===== config.mk =====
export PLATFORM = sky130hd
export DESIGN_NAME = wb_dual_master_arb
export DESIGN_NICKNAME = d
export VERILOG_FILES = /design/src/rtl/wb_dual_master_arb.sv
export SDC_FILE = /design/constraint.sdc
export NUM_CORES = 1
export LEC_CHECK = 0
export BUFFER_PORTS_ARGS = -buffer_cell sky130_fd_sc_hd__buf_2
export CAP_MARGIN = 20
export CORE_AREA = 2 2 126 128
export CTS_CLUSTER_SIZE = 12
export DETAILED_ROUTE_END_ITERATION = 12
export DIE_AREA = 0 0 128 130
export GPL_ROUTABILITY_DRIVEN = 1
export PLACE_DENSITY = 0.53
export SYNTH_ARGS = -nofsm -noshare
export SYNTH_HDL_FRONTEND = slang
export SYNTH_SLANG_ARGS = --single-unit

===== constraint.sdc =====
create_clock -name clk -period 2.8 [get_ports clk]
set_input_delay 0.42 -clock clk [delete_from_list [all_inputs] [get_ports clk]]
set_output_delay 0.42 -clock clk [all_outputs]
set_load 0.05 [all_outputs]

===== src/rtl/wb_dual_master_arb.sv =====
// wb_dual_master_arb
// Two Wishbone masters (m0 = CPU data port, m1 = instruction fetch) share one
// slave-side bus segment. The grant is decided in IDLE with round-robin
// priority, registered, and held for the whole bus cycle (cyc high).
// Optional stall timeout: define WB_ARB_TIMEOUT_EN to abort a transfer whose
// strobe sees no ack/err for TO_CYCLES consecutive cycles.
//
// Handshake: a transfer is offered while cyc and stb are both high; it
// completes in the cycle the slave raises ack (or err). The master keeps
// we/sel/adr/dat stable until it sees that termination. Read data is only
// valid in the ack cycle.
module wb_dual_master_arb #(
    parameter int AW        = 32,
    parameter int DW        = 32,
    parameter int TO_W      = 8,
    parameter int TO_CYCLES = 255
) (
    input  logic            clk,
    input  logic            rst,
    // data master
    input  logic            m0_cyc_i,
    input  logic            m0_stb_i,
    input  logic            m0_we_i,
    input  logic [DW/8-1:0] m0_sel_i,
    input  logic [AW-1:0]   m0_adr_i,
    input  logic [DW-1:0]   m0_dat_i,
    output logic [DW-1:0]   m0_dat_o,
    output logic            m0_ack_o,
    output logic            m0_err_o,
    // fetch master
    input  logic            m1_cyc_i,
    input  logic            m1_stb_i,
    input  logic            m1_we_i,
    input  logic [DW/8-1:0] m1_sel_i,
    input  logic [AW-1:0]   m1_adr_i,
    input  logic [DW-1:0]   m1_dat_i,
    output logic [DW-1:0]   m1_dat_o,
    output logic            m1_ack_o,
    output logic            m1_err_o,
    // shared slave-side port
    output logic            s_cyc_o,
    output logic            s_stb_o,
    output logic            s_we_o,
    output logic [DW/8-1:0] s_sel_o,
    output logic [AW-1:0]   s_adr_o,
    output logic [DW-1:0]   s_dat_o,
    input  logic [DW-1:0]   s_dat_i,
    input  logic            s_ack_i,
    input  logic            s_err_i,
    // grant {m1,m0}, one-hot, 00 when nobody owns the bus
    output logic [1:0]      gnt_o,
    // current FSM state for observation
    output logic [1:0]      dbg_state
);

    typedef enum logic [1:0] {
        IDLE  = 2'd0,
        G0    = 2'd1,
        G1    = 2'd2,
        ABORT = 2'd3
    } state_t;

    state_t state;
    logic   last;       // master granted most recently; the other wins a tie

    logic            bus_on;
    logic            sel1;
    logic            mx_cyc;
    logic            mx_stb;
    logic            mx_we;
    logic [DW/8-1:0] mx_sel;
    logic [AW-1:0]   mx_adr;
    logic [DW-1:0]   mx_dat;
    logic            to_fire;

    // TO_CYCLES has to be representable in the counter
    if (TO_CYCLES >= (1 << TO_W)) begin : g_to_range
        $error("TO_CYCLES must be below 2**TO_W");
    end

    assign bus_on    = (state == G0) || (state == G1);
    assign sel1      = (state == G1);
    assign dbg_state = state;

    // select the request lines of the master that currently owns the bus
    always_comb begin
        mx_cyc = sel1 ? m1_cyc_i : m0_cyc_i;
        mx_stb = sel1 ? m1_stb_i : m0_stb_i;
        mx_we  = sel1 ? m1_we_i  : m0_we_i;
        mx_sel = sel1 ? m1_sel_i : m0_sel_i;
        mx_adr = sel1 ? m1_adr_i : m0_adr_i;
        mx_dat = sel1 ? m1_dat_i : m0_dat_i;
    end

`ifdef WB_ARB_TIMEOUT_EN
    logic [TO_W-1:0] to_cnt;
    logic            stalled;

    // a strobe is outstanding and the slave has not terminated it this cycle
    assign stalled = bus_on & mx_cyc & mx_stb & ~s_ack_i & ~s_err_i;
    // a real termination in the limit cycle wins over the forced abort
    assign to_fire = stalled & (to_cnt == TO_W'(TO_CYCLES));

    // count consecutive unterminated strobe cycles of the owning master
    always_ff @(posedge clk or negedge rst) begin
        if (!rst) begin
            to_cnt <= '0;
        end else if (!stalled || to_fire) begin
            to_cnt <= '0;
        end else begin
            to_cnt <= to_cnt + TO_W'(1);
        end
    end
`else
    assign to_fire = 1'b0;
`endif

    // route the owning master to the slave port; idle/abort drive zeros
    always_comb begin
        s_cyc_o = 1'b0;
        s_stb_o = 1'b0;
        s_we_o  = 1'b0;
        s_sel_o = '0;
        s_adr_o = '0;
        s_dat_o = '0;
        if (bus_on) begin
            s_cyc_o = mx_cyc & ~to_fire;
            s_stb_o = mx_cyc & mx_stb & ~to_fire;
            s_we_o  = mx_we;
            s_sel_o = mx_sel;
            s_adr_o = mx_adr;
            s_dat_o = mx_dat;
        end
    end

    // terminations reach only the owning master; a late ack outside GX is dropped
    always_comb begin
        m0_ack_o = (state == G0) & s_ack_i;
        m0_err_o = (state == G0) & (s_err_i | to_fire);
        m1_ack_o = (state == G1) & s_ack_i;
        m1_err_o = (state == G1) & (s_err_i | to_fire);
    end

    // read data is broadcast; ack qualifies it
    assign m0_dat_o = s_dat_i;
    assign m1_dat_o = s_dat_i;

    // grant FSM: arbitrate in IDLE, hold while cyc, release through IDLE
    always_ff @(posedge clk or negedge rst) begin
        if (!rst) begin
            state <= IDLE;
            gnt_o <= 2'b00;
            last  <= 1'b1;
        end else begin
            case (state)
                IDLE: begin
                    if (m0_cyc_i && (!m1_cyc_i || last)) begin
                        state <= G0;
                        gnt_o <= 2'b01;
                        last  <= 1'b0;
                    end else if (m1_cyc_i) begin
                        state <= G1;
                        gnt_o <= 2'b10;
                        last  <= 1'b1;
                    end
                end
                G0, G1: begin
                    if (!mx_cyc) begin
                        state <= IDLE;
                        gnt_o <= 2'b00;
                    end else if (to_fire) begin
                        state <= ABORT;
                        gnt_o <= 2'b00;
                    end
                end
                ABORT: begin
                    // the aborted master is the last one granted
                    if (!(last ? m1_cyc_i : m0_cyc_i)) begin
                        state <= IDLE;
                    end
                end
                default: begin
                    state <= IDLE;
                    gnt_o <= 2'b00;
                end
            endcase
        end
    end

endmodule


==> out/metrics.cfg <==
[status]
status=finished, final reports clean

[global_routing]
grt_pass1_wl_um=11000
grt_start_max_net_pins=64
antenna_found_initial=1
grtUsageTotal=0.0870
grt_overflow=0
first_global_vias=2040

[logic_synthesis]
synth_fa_ha_area_frac=0.0360
synth.distinct_cells=21
synth_top_family_by_area=multiplexers
ys_seq_elements=5
synthesis.nets=443
post-synth-top-area-fraction=0.341
synth.area.mux_share=0.359
ys_dominant_reg_cell=dfrtp_1
synth-compound-area-share=0.0306
netlist_area_um2=2080
synthTopCellsByArea=mux2i_1 34%, buf_4 23%, nor2b_1 22%
synth_top_area_cell=mux2i_1
synth-edff-count=0
yosysSeqAreaShare=0.0607
synth_cells=259
synth.most_common_cell=nor2b_1
yosys-top-cells-count=72 x nor2b_1, 71 x mux2i_1, 64 x buf_4
synth-simple-area-share=0.242
synth-warning-count=0
syn_avg_cell_area_um2=8.04
synthArstFlopShare=1.00
synthXorXnorAreaFrac=0

[route]
drt_pass1_iterations=4
vias_per_cell=3.66
routedWlPerCell_um=14.1
drc=0
via_count=2215
wl_um=8510
first_iter_violations=65
drtAntennaViolNets=0

[floorplanning]
fp.dieW_um=128
start_util=0.135
rows=46
design.die.area_um2=16600
die_h_um=130
core_area_um2=15400
ioPinCount=321

[sta]
setup_viol=0
drv_slew=0
fin_skew_ns=0.00106
worst_slew_pin_slew_ns=0.413
finalHoldViolCount=0
period_minus_slack_ns=2.53
max_slew_margin=0.717
fmax_ghz=0.395
fin_crit_sh=0.904
rsz0062_at_grt=false
finalWorstSetupSlack_ns=0.268
setup_tns_ns=0

[pwr]
power-per-cell-area_nw_per_um2=1520
vdd_drop_max_mv=0.527
p_leak_uw=0.00165

[final_layout]
nets=598
n_antenna_cell=0
final_util=0.201
stdcell_area_um2=3100
syn2layout_area_growth_pct=48.8
layout-drive-gt1-share=0.596
nFillCells=1787

[clock_network]
clk_path_buf_depth=2
clkTransAtPathRegs_ns=0.03
numCtsBuffers=3
clock_latency_ns=0.23
postCtsSetupBuffers=0
root_buffer=clkbuf_16
cts_tree=done
h-tree-depth=1
holdBufCountCts=1
clock-sinks=5
post_cts_resize_count=0

[setup_path]
crit_chain=inv_1 > ha_4 > buf_12 > buf_4 > mux2i_1 > nor2b_1 > buf_2
cp_data_arrival_time_ns=2.11
worstPathRequired_ns=2.38
r2r-start=dbg_state[0]
end_kind=output pin
timing_worst_setup_path_type=reg -> out
cp-startpoint=dbg_state[0]
start_kind=register
path_max_fanout=27
cpPeakStageDelay_ns=0.40
critPathSlowestCell=dfrtp_1

[placement]
portBuffers=224
place_worst_setup_slack_ns=0.470
hpwl_um=7490
placed_cell_area_um2=3010
gp_congestion=0.747

[min_path]
hold_path_class=in -> reg
min_from=m0_cyc_i

[flow_run]
cap_violations=0

## cells by family (layout without fill, tap and decap cells)
logic type	after synthesis	count (layout)
AO/OA/AOI/OAI	9	9
adder cells (fa/ha/maj)	6	6
buffers and inverters	84	238
flip-flops	5	5
multiplexers	74	74
AND/OR/NAND/NOR	81	81
## through the flow
step | total power (uW) | std cells | hold WS, ns
6_report | 4720 | 605 | 0.464
5_1_grt | 4970 | 605 | 0.485
4_1_cts | 4780 | 605 | 0.448
3_5_place_dp | 4530 | 600 | 0.239
3_3_place_gp | 4530 | 600 | 0.240
2_1_floorplan | 3760 | 259 | 0.124
## cell usage in the layout, fill, tap and decap left out, types with 3 or more instances in the layout
master	instances
nor2b_1	63
inv_1	4
ha_1	4
clkbuf_16	3
and2_1	5
dfrtp_1	4
mux2i_1	71
nor2b_2	8
a31oi_1	3
buf_2	224
buf_12	3
## registers in the layout, indices dropped and copies added (netlist names)
register / count
last: 1
gnt_o: 2
dbg_state: 2
## final timing paths
check | to | slack (ns) | cells after the start
min in group asynchronous | gnt_o[1] | 0.54 | 2
worst max register to register | dbg_state[1] | 0.64 | 5
worst max-delay path | s_adr_o[6] | 0.27 | 7
worst min register to register | gnt_o[1] | 0.55 | 2
max in group asynchronous | last | 2.05 | 2
worst min-delay path | last | 0.46 | 2
## routing by layer
layer  routed length, um  global-route usage  up-vias
li1                    -                   -     1099
met5                  13                   0        -
met4                 111              0.0213        2
met3                 807              0.0205       21
met1                3270              0.0984      929
met2                4310               0.165      164
## report_power, final
group	leakage, uW	switching [uW]	internal [uW]	total (uW)
Clock	0.0000382	44.9	188	233
Sequential	0.0000621	34.0	110	144
Combinational	0.00155	3060	1280	4340
Total	0.00165	3140	1580	4720
## layout make-up
cell class	count	area [um2]	share of cell area
inverters	4	15.0	0.00484
well taps	192	240	0.0775
clock buffers	4	78.8	0.0254
repair buffers	230	1210	0.389
multi-input cells	170	1430	0.462
flip-flops and latches	5	126	0.0408
## worst max-delay path, delay by kind of cell (launching register included)
| kind | cells | cell delay [ns] |
|---|---|---|
| adders and majority gates | 1 | 0.39 |
| DFF | 1 | 0.40 |
| buffers and inverters | 4 | 0.84 |
| muxes | 1 | 0.19 |
| and+or+nand+nor | 1 | 0.06 |
Power figures use the tool's default switching activity.
